<file path="config.mk">
export PLATFORM = sky130hd
export DESIGN_NAME = uart_cmd_engine
export DESIGN_NICKNAME = d
export VERILOG_FILES = /design/src/rtl/uart_cmd_pkg.sv /design/src/rtl/ascii_hex_conv.sv /design/src/rtl/uart_cmd_engine.sv
export SDC_FILE = /design/constraint.sdc
export NUM_CORES = 1
export LEC_CHECK = 0
export BUFFER_PORTS_ARGS = -buffer_cell sky130_fd_sc_hd__buf_2
export CORE_AREA = 8 8 141 157
export CTS_BUF_LIST = sky130_fd_sc_hd__clkbuf_8
export DETAILED_ROUTE_END_ITERATION = 6
export DIE_AREA = 0 0 149 165
export GPL_ROUTABILITY_DRIVEN = 0
export MAX_ROUTING_LAYER = met4
export PLACE_DENSITY = 0.7
export SYNTH_ARGS = -nofsm -noshare
export SYNTH_HDL_FRONTEND = slang
export SYNTH_SLANG_ARGS = --single-unit
</file>
<file path="constraint.sdc">
create_clock -name clk -period 4.9 [get_ports clk]
set_clock_uncertainty 0.1 [all_clocks]
set_input_delay 0.49 -clock clk [delete_from_list [all_inputs] [get_ports clk]]
set_output_delay 0.49 -clock clk [all_outputs]
set_load 0.03 [all_outputs]
</file>
<file path="src/rtl/uart_cmd_pkg.sv">
// Shared definitions for the UART command engine: op codes, ASCII
// constants, error codes, FSM encodings and the operator decoder.
package uart_cmd_pkg;

  localparam logic [2:0] OP_ADD = 3'd0;
  localparam logic [2:0] OP_SUB = 3'd1;
  localparam logic [2:0] OP_MUL = 3'd2;
  localparam logic [2:0] OP_DIV = 3'd3;
  localparam logic [2:0] OP_AND = 3'd4;
  localparam logic [2:0] OP_OR  = 3'd5;
  localparam logic [2:0] OP_XOR = 3'd6;

  localparam logic [7:0] ASCII_CR    = 8'h0D;
  localparam logic [7:0] ASCII_LF    = 8'h0A;
  localparam logic [7:0] ASCII_SPACE = 8'h20;
  localparam logic [7:0] ASCII_E     = 8'h45;

  localparam logic [1:0] ERR_NONE    = 2'd0;
  localparam logic [1:0] ERR_SYNTAX  = 2'd1;
  localparam logic [1:0] ERR_OVF     = 2'd2;
  localparam logic [1:0] ERR_TIMEOUT = 2'd3;

  typedef enum logic [2:0] {
    ST_GET_A,
    ST_GET_B,
    ST_DRAIN,
    ST_START,
    ST_WAIT,
    ST_SEND_RES,
    ST_SEND_ERR
  } state_e;

  // Per-byte transmit handshake phase, used inside the two SEND states.
  typedef enum logic [1:0] {
    TX_LOAD,
    TX_ARM,
    TX_WAIT
  } tx_phase_e;

  typedef struct packed {
    logic       valid;
    logic [2:0] code;
  } op_dec_t;

  // Map an operator character to its op code.
  function automatic op_dec_t op_decode(input logic [7:0] b);
    op_dec_t d;
    d.valid = 1'b1;
    d.code  = OP_ADD;
    case (b)
      8'h2B:   d.code = OP_ADD;  // +
      8'h2D:   d.code = OP_SUB;  // -
      8'h2A:   d.code = OP_MUL;  // *
      8'h2F:   d.code = OP_DIV;  // /
      8'h26:   d.code = OP_AND;  // &
      8'h7C:   d.code = OP_OR;   // |
      8'h5E:   d.code = OP_XOR;  // ^
      default: d.valid = 1'b0;
    endcase
    return d;
  endfunction

endpackage

</file>
<file path="src/rtl/ascii_hex_conv.sv">
// Combinational ASCII <-> hex nibble conversion.
module ascii_hex_conv (
  input  logic [7:0] i_byte,
  output logic       o_is_hex,
  output logic [3:0] o_nibble,
  input  logic [3:0] i_nibble,
  output logic [7:0] o_ascii
);

  // Returns {is_hex, nibble}; accepts 0-9, A-F, a-f.
  function automatic logic [4:0] hex_decode(input logic [7:0] b);
    if (b >= 8'h30 && b <= 8'h39) return {1'b1, b[3:0]};
    if (b >= 8'h41 && b <= 8'h46) return {1'b1, b[3:0] + 4'd9};
    if (b >= 8'h61 && b <= 8'h66) return {1'b1, b[3:0] + 4'd9};
    return 5'b0_0000;
  endfunction

  // Uppercase ASCII for one nibble.
  function automatic logic [7:0] nibble_to_ascii(input logic [3:0] n);
    return (n < 4'd10) ? (8'h30 + {4'h0, n}) : (8'h37 + {4'h0, n});
  endfunction

  assign {o_is_hex, o_nibble} = hex_decode(i_byte);
  assign o_ascii              = nibble_to_ascii(i_nibble);

endmodule

</file>
<file path="src/rtl/uart_cmd_engine.sv">
// Parses "<A><op><B><CR|LF>" hex command lines from the UART, runs the
// calculator core with a timeout and returns the result (or an error)
// as an ASCII line.
module uart_cmd_engine
  import uart_cmd_pkg::*;
#(
  parameter int OP_W        = 16,
  parameter int RES_W       = 32,
  parameter int TIMEOUT_CYC = 1000000
) (
  input  logic             clk,
  input  logic             reset,
  input  logic [7:0]       rx_data,
  input  logic             rx_ready,
  output logic [7:0]       tx_data,
  output logic             tx_start,
  input  logic             tx_busy,
  output logic [OP_W-1:0]  operand_a,
  output logic [OP_W-1:0]  operand_b,
  output logic [2:0]       operation,
  output logic             start,
  input  logic [RES_W-1:0] result,
  input  logic             result_ready,
  output logic [7:0]       status_leds
);

  localparam int NDIG  = OP_W / 4;
  localparam int NIB   = RES_W / 4;
  localparam int CNT_W = $clog2(NDIG + 1);
  localparam int IDX_W = $clog2(NIB + 2);
  localparam int TMO_W = $clog2(TIMEOUT_CYC);
  localparam logic [TMO_W-1:0] TMO_LAST = TMO_W'(TIMEOUT_CYC - 1);

  state_e           r_state, r_state_n;
  tx_phase_e        r_txph, r_txph_n;
  logic [OP_W-1:0]  r_acc_a, r_acc_a_n, r_acc_b, r_acc_b_n;
  logic [CNT_W-1:0] r_cnt_a, r_cnt_a_n, r_cnt_b, r_cnt_b_n;
  logic [2:0]       r_op, r_op_n;
  logic [1:0]       r_err, r_err_n;
  logic [TMO_W-1:0] r_tmo, r_tmo_n;
  logic [RES_W-1:0] r_tx_shift, r_tx_shift_n;
  logic [IDX_W-1:0] r_tx_idx, r_tx_idx_n;
  logic [3:0]       r_drop, r_drop_n;
  logic             r_sticky, r_sticky_n;
  logic [OP_W-1:0]  r_operand_a, r_operand_a_n, r_operand_b, r_operand_b_n;
  logic [2:0]       r_operation, r_operation_n;
  logic             r_start, r_start_n;
  logic [7:0]       r_tx_data, r_tx_data_n;
  logic             r_tx_start, r_tx_start_n;

  logic             w_rx_is_hex, w_tx_is_hex;
  logic [3:0]       w_rx_nibble, w_tx_nibble, w_tx_nib;
  logic [7:0]       w_rx_ascii, w_tx_ascii, w_tx_byte;
  logic             w_is_term, w_is_space, w_busy, w_tx_last;
  logic             w_err_flag;
  logic [1:0]       w_err_code;
  op_dec_t          w_op;
  logic             w_unused;

  ascii_hex_conv u_rx_conv (
    .i_byte   (rx_data),
    .o_is_hex (w_rx_is_hex),
    .o_nibble (w_rx_nibble),
    .i_nibble (4'h0),
    .o_ascii  (w_rx_ascii)
  );

  ascii_hex_conv u_tx_conv (
    .i_byte   (8'h00),
    .o_is_hex (w_tx_is_hex),
    .o_nibble (w_tx_nibble),
    .i_nibble (w_tx_nib),
    .o_ascii  (w_tx_ascii)
  );

  assign w_unused   = ^{w_rx_ascii, w_tx_is_hex, w_tx_nibble};
  assign w_op       = op_decode(rx_data);
  assign w_is_term  = (rx_data == ASCII_CR) || (rx_data == ASCII_LF);
  assign w_is_space = (rx_data == ASCII_SPACE);
  assign w_busy     = !(r_state inside {ST_GET_A, ST_GET_B, ST_DRAIN});
  assign w_tx_nib   = (r_state == ST_SEND_ERR) ? {2'b00, r_err} : r_tx_shift[RES_W-1 -: 4];

  assign operand_a   = r_operand_a;
  assign operand_b   = r_operand_b;
  assign operation   = r_operation;
  assign start       = r_start;
  assign tx_data     = r_tx_data;
  assign tx_start    = r_tx_start;
  assign status_leds = {r_sticky, w_busy, r_operation, r_drop[2:0]};

  // State and datapath register; everything clears asynchronously so a
  // reset mid-WAIT or mid-transmit aborts on the spot.
  // NOTE: sequential state uses non-blocking assignments so every register
  // samples the pre-edge values regardless of statement order.
  always_ff @(posedge clk or posedge reset) begin
    if (reset) begin
      r_state     <= ST_GET_A;
      r_txph      <= TX_LOAD;
      r_acc_a     <= '0;
      r_acc_b     <= '0;
      r_cnt_a     <= '0;
      r_cnt_b     <= '0;
      r_op        <= OP_ADD;
      r_err       <= ERR_NONE;
      r_tmo       <= '0;
      r_tx_shift  <= '0;
      r_tx_idx    <= '0;
      r_drop      <= '0;
      r_sticky    <= 1'b0;
      r_operand_a <= '0;
      r_operand_b <= '0;
      r_operation <= OP_ADD;
      r_start     <= 1'b0;
      r_tx_data   <= '0;
      r_tx_start  <= 1'b0;
    end else begin
      r_state     <= r_state_n;
      r_txph      <= r_txph_n;
      r_acc_a     <= r_acc_a_n;
      r_acc_b     <= r_acc_b_n;
      r_cnt_a     <= r_cnt_a_n;
      r_cnt_b     <= r_cnt_b_n;
      r_op        <= r_op_n;
      r_err       <= r_err_n;
      r_tmo       <= r_tmo_n;
      r_tx_shift  <= r_tx_shift_n;
      r_tx_idx    <= r_tx_idx_n;
      r_drop      <= r_drop_n;
      r_sticky    <= r_sticky_n;
      r_operand_a <= r_operand_a_n;
      r_operand_b <= r_operand_b_n;
      r_operation <= r_operation_n;
      r_start     <= r_start_n;
      r_tx_data   <= r_tx_data_n;
      r_tx_start  <= r_tx_start_n;
    end
  end

  // Next-state, parser, timeout and transmit sequencing.
  always_comb begin
    // NOTE: every variable gets a default first so no path infers a latch.
    r_state_n     = r_state;
    r_txph_n      = r_txph;
    r_acc_a_n     = r_acc_a;
    r_acc_b_n     = r_acc_b;
    r_cnt_a_n     = r_cnt_a;
    r_cnt_b_n     = r_cnt_b;
    r_op_n        = r_op;
    r_err_n       = r_err;
    r_tmo_n       = r_tmo;
    r_tx_shift_n  = r_tx_shift;
    r_tx_idx_n    = r_tx_idx;
    r_drop_n      = r_drop;
    r_sticky_n    = r_sticky;
    r_operand_a_n = r_operand_a;
    r_operand_b_n = r_operand_b;
    r_operation_n = r_operation;
    r_start_n     = 1'b0;
    r_tx_data_n   = r_tx_data;
    r_tx_start_n  = 1'b0;
    w_err_flag    = 1'b0;
    w_err_code    = ERR_NONE;
    w_tx_byte     = 8'h00;
    w_tx_last     = 1'b0;

    // Byte currently due on the transmit side.
    if (r_state == ST_SEND_ERR) begin
      case (r_tx_idx)
        IDX_W'(0): w_tx_byte = ASCII_E;
        IDX_W'(1): w_tx_byte = w_tx_ascii;
        IDX_W'(2): w_tx_byte = ASCII_CR;
        default:   w_tx_byte = ASCII_LF;
      endcase
      w_tx_last = (r_tx_idx == IDX_W'(3));
    end else begin
      if (r_tx_idx < IDX_W'(NIB))       w_tx_byte = w_tx_ascii;
      else if (r_tx_idx == IDX_W'(NIB)) w_tx_byte = ASCII_CR;
      else                              w_tx_byte = ASCII_LF;
      w_tx_last = (r_tx_idx == IDX_W'(NIB + 1));
    end

    case (r_state)
      ST_GET_A: begin
        if (rx_ready && !w_is_space) begin
          if (w_rx_is_hex) begin
            if (r_cnt_a == CNT_W'(NDIG)) begin
              w_err_flag = 1'b1;
              w_err_code = ERR_OVF;
            end else begin
              r_acc_a_n = (r_acc_a << 4) | OP_W'(w_rx_nibble);
              r_cnt_a_n = r_cnt_a + CNT_W'(1);
            end
          end else if (w_op.valid && r_cnt_a != '0) begin
            r_op_n    = w_op.code;
            r_state_n = ST_GET_B;
          end else if (!(w_is_term && r_cnt_a == '0)) begin
            // An empty line is silently ignored; anything else is bad syntax.
            w_err_flag = 1'b1;
            w_err_code = ERR_SYNTAX;
          end
        end
      end
      ST_GET_B: begin
        if (rx_ready && !w_is_space) begin
          if (w_rx_is_hex) begin
            if (r_cnt_b == CNT_W'(NDIG)) begin
              w_err_flag = 1'b1;
              w_err_code = ERR_OVF;
            end else begin
              r_acc_b_n = (r_acc_b << 4) | OP_W'(w_rx_nibble);
              r_cnt_b_n = r_cnt_b + CNT_W'(1);
            end
          end else if (w_is_term && r_cnt_b != '0) begin
            r_operand_a_n = r_acc_a;
            r_operand_b_n = r_acc_b;
            r_operation_n = r_op;
            r_start_n     = 1'b1;
            r_state_n     = ST_START;
          end else begin
            w_err_flag = 1'b1;
            w_err_code = ERR_SYNTAX;
          end
        end
      end
      ST_DRAIN: begin
        if (rx_ready && w_is_term) r_state_n = ST_SEND_ERR;
      end
      ST_START: begin
        // start is high for exactly this one cycle.
        r_tmo_n   = '0;
        r_state_n = ST_WAIT;
      end
      ST_WAIT: begin
        if (result_ready) begin
          r_tx_shift_n = result;
          r_sticky_n   = 1'b0;
          r_state_n    = ST_SEND_RES;
        end else if (r_tmo == TMO_LAST) begin
          w_err_flag = 1'b1;
          w_err_code = ERR_TIMEOUT;
        end else begin
          r_tmo_n = r_tmo + TMO_W'(1);
        end
      end
      ST_SEND_RES, ST_SEND_ERR: begin
        case (r_txph)
          TX_LOAD: begin
            if (!tx_busy) begin
              r_tx_data_n  = w_tx_byte;
              r_tx_start_n = 1'b1;
              r_txph_n     = TX_ARM;
              if (r_state == ST_SEND_RES && r_tx_idx < IDX_W'(NIB))
                r_tx_shift_n = r_tx_shift << 4;
            end
          end
          TX_ARM: r_txph_n = TX_WAIT;  // UART may not have raised busy yet
          TX_WAIT: begin
            if (!tx_busy) begin
              r_txph_n = TX_LOAD;
              if (w_tx_last) begin
                r_state_n  = ST_GET_A;
                r_tx_idx_n = '0;
                r_acc_a_n  = '0;
                r_acc_b_n  = '0;
                r_cnt_a_n  = '0;
                r_cnt_b_n  = '0;
                r_err_n    = ERR_NONE;
              end else begin
                r_tx_idx_n = r_tx_idx + IDX_W'(1);
              end
            end
          end
          default: r_txph_n = TX_LOAD;
        endcase
      end
      default: r_state_n = ST_GET_A;
    endcase

    // Error dispatch. If the offending byte already ended the line (or the
    // error is a timeout) there is nothing left to drain.
    if (w_err_flag) begin
      r_err_n    = w_err_code;
      r_sticky_n = 1'b1;
      if (r_state == ST_WAIT || w_is_term) r_state_n = ST_SEND_ERR;
      else                                 r_state_n = ST_DRAIN;
    end

    // Bytes arriving while busy are lost; count them, saturating.
    if (rx_ready && w_busy && r_drop != 4'hF) r_drop_n = r_drop + 4'd1;
  end

endmodule

</file>
==> metrics list <==
- Synth Flop Type: sky130_fd_sc_hd__dfrtp_1
- The die covers between 20000 and 25000 um2.
* Core occupancy in the finished layout: ~45%
* Root Buffer: sky130_fd_sc_hd__clkbuf_8
- Buffers inserted to repair hold after CTS numbered 0.
- CTS saw approximately 150 sinks.
- STA classifies the critical path startpoint as a register.
- Worst r2r src: r_state[0]
- Slew headroom: 30.2%
- FMAX: between 300 and 400 MHz
- 98 I/O pins were placed.
- Final wirelength: around 16 mm
- Worst-Margin Slew: between 1 and 1.5 ns
- Period minus WS final: 3.21 ns
* Portion of the clock cycle consumed by the worst path in the final layout: about 65%
- Across the VDD grid, the largest voltage drop is around 0.00026 V.
- The initial utilization of the core area, before any placement, comes to about 39%.
- Width of the chip: 149 um
* Hold WC Path Type: primary input to asynchronous set/reset pin
- Wire length of the first global-routing pass: ~27 mm
* Row count: 54
- The region available for standard cell placement spans just under 20000 um2.
- Mux share of post-synthesis cell area: a little over a tenth
* Compound-gate portion of the synthesized area: a little over an eighth
- After the last flow step, the layout net total stands at roughly 880.
- Kind of capture point of the worst setup path: register
* Clock-pin slew of the registers on the worst-case setup and hold paths: about 0.09 ns
* Antenna violations before repair: 0
* Vias per cell: approximately 5
- Number of buffers inserted by post-CTS setup repair: 0
* Area Overhead vs Synth: 13.7%
- Leak pwr: roughly 4 nW
- Deepest clock path buffer count: 2
- Vias in the first global route: roughly 5400
- XOR/XNOR share of the synthesized area: between 2 and 3%
* Chip height: approximately 170 um
* Final Max Slew Viols: 0
* Worst reg2reg endpoint: r_tx_shift[12]
- The number of antenna diodes in the final layout is 0.
* Yosys warning total: 0
- Sequential elements use between 50% and 60% of the synthesized area.
- After detailed routing, the number of remaining DRC violations is 0.
- For flop-to-flop paths, the worst setup slack is about 1.7 ns.
- Max-cap violations in this run came to 0.
- Biggest area contributors in the synthesized netlist: sky130_fd_sc_hd__dfrtp_1 50%, sky130_fd_sc_hd__mux2_2 6.6%, sky130_fd_sc_hd__o21ai_0 4.6%
- TritonCTS built the clock tree.
- Port Buf Inserts: 96
* Adder-cell area share of the yosys netlist: 2.62%
* Synth Register Bits: between 150 and 200
- The setup path with the least slack is of type register to register.
* Minimum hold slack: 0.144 ns
- For the worst flop-to-flop path, the logic depth is 7.
* Pre-Repair DR Iteration Count: 4
* Final global-route overflow total: 0
* Post-CTS sizing: 0
- The H-tree generated during clock tree synthesis spans 4 levels.
* Worst endpoint required time: approximately 5 ns
* Cells after synthesis: between 700 and 800
- Setup repair after global routing missed its margin: no
- The largest total area in the synthesized netlist belongs to sky130_fd_sc_hd__dfrtp_1.
* Data arrival time of the critical path: around 3.4 ns
* Count leader, synth: sky130_fd_sc_hd__dfrtp_1
* Average wire per cell in the routed design: ~15 um
- Along the worst path, the maximum fanout reaches 43.
* Synthesized net count: around 800
- Global-route usage over all layers: ~14%
- Detailed routing inserted a total of about 5400 vias.
- In the synthesized netlist the async set-or-reset flop fraction comes to 100%.
* Power Density: 502 nW/um2
- Counting the buffers created by CTS gives 17.
* Combinational family with the most area after synthesis: simple AND/OR/NAND/NOR gates
- Netlist area before placement: ~7600 um2
* Fraction of layout cells with a size suffix above 1: between 20% and 30%
- Antenna-violating nets left: 0
* Skew-Pair Late Insertion Delay: 0.45 ns
- Total negative setup slack: 0 ns
* # setup viols final: 0
- Counting flops with a built-in enable in the synthesized netlist gives 0.
- The first routing iteration left approximately 240 violations.
* Detailed placement HPWL: ~11 mm
- Summing the areas of all and, or, nand and nor instances in the mapped netlist gives 14.2% of the synthesized area.
- Entering global routing, the biggest net connects approximately 120 pins.
- Area share of the largest cell type after synthesis: between 50% and 60%
* Post-synth top cells: 153 x sky130_fd_sc_hd__dfrtp_1, 70 x sky130_fd_sc_hd__o21ai_0, 58 x sky130_fd_sc_hd__nand2_1
- Synthesis instantiated between 70 and 80 different standard cells from the library.
- The flow ran to the end, and the final reports show no timing, DRC or antenna violations.
- Count of final hold-check violations: 0
- Averaged over all synthesized cells, the footprint is slightly above 10 um2.
## cells by family after synthesis
| kind of cell | count (synthesis) |
|---|---|
| AO/OA/AOI/OAI | 157 |
| multiplexers | 78 |
| flip-flops | 153 |
| XOR/XNOR | 25 |
| AND/OR/NAND/NOR | 211 |
| buffers and inverters | 100 |
| adder cells (fa/ha/maj) | 16 |
| other | 1 |
## where the power goes
| group | internal [mW] | leakage, nW | switching (mW) |
|---|---|---|---|
| registers | 1.58 | 2.02 | 0.301 |
| clock network | 0.519 | 0.206 | 0.483 |
| logic | 0.610 | 1.90 | 0.873 |
| total | 2.71 | 4.12 | 1.66 |
## critical path, cell delays in order (launching register included)
cell,delay [ns]
sky130_fd_sc_hd__dfrtp_1,0.78
sky130_fd_sc_hd__xor2_1,0.22
sky130_fd_sc_hd__nand2_2,0.15
sky130_fd_sc_hd__buf_4,0.48
sky130_fd_sc_hd__nor3_1,0.15
sky130_fd_sc_hd__o22ai_4,0.72
sky130_fd_sc_hd__buf_4,0.34
sky130_fd_sc_hd__o21ai_0,0.12
## cell usage in the layout, fill, tap and decap left out, types with 10 or more instances in the layout
| cell type | instances |
|---|---|
| sky130_fd_sc_hd__mux2i_1 | 33 |
| sky130_fd_sc_hd__nor3_1 | 10 |
| sky130_fd_sc_hd__inv_1 | 50 |
| sky130_fd_sc_hd__nor2_1 | 45 |
| sky130_fd_sc_hd__nor2b_1 | 10 |
| sky130_fd_sc_hd__clkbuf_8 | 18 |
| sky130_fd_sc_hd__o21ai_0 | 70 |
| sky130_fd_sc_hd__mux2_2 | 45 |
| sky130_fd_sc_hd__buf_2 | 96 |
| sky130_fd_sc_hd__a21oi_1 | 22 |
| sky130_fd_sc_hd__nand2_1 | 57 |
| sky130_fd_sc_hd__nand3_1 | 45 |
| sky130_fd_sc_hd__ha_1 | 16 |
| sky130_fd_sc_hd__xnor2_1 | 22 |
| sky130_fd_sc_hd__dfrtp_1 | 153 |
## how the worst max path moves through the flow
stage / startpoint / to / slack, ns / cells after the start
finish: r_state[0] / r_tx_shift[12] / 1.69 / 7
global route: r_state[0] / r_tx_shift[12] / 1.37 / 8
CTS: r_state[0] / r_tx_shift[12] / 1.67 / 7
detailed placement: r_state[0] / r_tx_shift[12] / 1.70 / 7
global placement: r_state[0] / r_tx_shift[12] / 1.78 / 7
floorplan: reset / operand_a[0] / 0.19 / 1
## metal layers
| metal | vias to the layer above | GRT usage [%] | wire length (um) |
|---|---|---|---|
| li1 | 2745 | - | - |
| met1 | 2606 | 17.7 | 7640 |
| met2 | 76 | 22.2 | 8020 |
| met3 | 11 | 3.40 | 510 |
| met4 | 0 | 4.18 | 155 |
| met5 | - | - | 0 |
## registers in the layout, summed over array words and instances (netlist names)
| name | count |
|---|---|
| operand_a | 16 |
| operand_b | 16 |
| operation | 3 |
| r_acc_a | 16 |
| r_acc_b | 16 |
| r_cnt_a | 3 |
| r_cnt_b | 3 |
| r_drop | 4 |
| r_err | 2 |
| r_op | 3 |
| r_state | 3 |
| r_sticky | 1 |
| r_tmo | 20 |
| r_tx_idx | 4 |
| r_tx_shift | 32 |
| r_txph | 2 |
| start | 1 |
| tx_data | 7 |
| tx_start | 1 |
## stage by stage
| step | worst slack [ns] | cells | area [um2] | total power [mW] |
|---|---|---|---|---|
| global route | 1.37 | 1080 | 8690 | 4.69 |
| detailed placement | 1.70 | 1049 | 8280 | 3.41 |
| CTS | 1.67 | 1080 | 8690 | 4.42 |
| floorplan | 0.189 | 741 | 7650 | 3.07 |
| global placement | 1.78 | 1049 | 8280 | 3.36 |
| finish | 1.69 | 1080 | 8690 | 4.37 |
## final cells by class
class	instances	area (um2)
Clock buffer	18	248
Clock inverter	13	168
Fill cell	1857	10800
Inverter	51	196
Multi-Input combinational cell	488	3390
Sequential cell	153	3830
Tap cell	252	315
Timing Repair Buffer	105	548
Note: power is estimated with default switching activity, not from simulation.
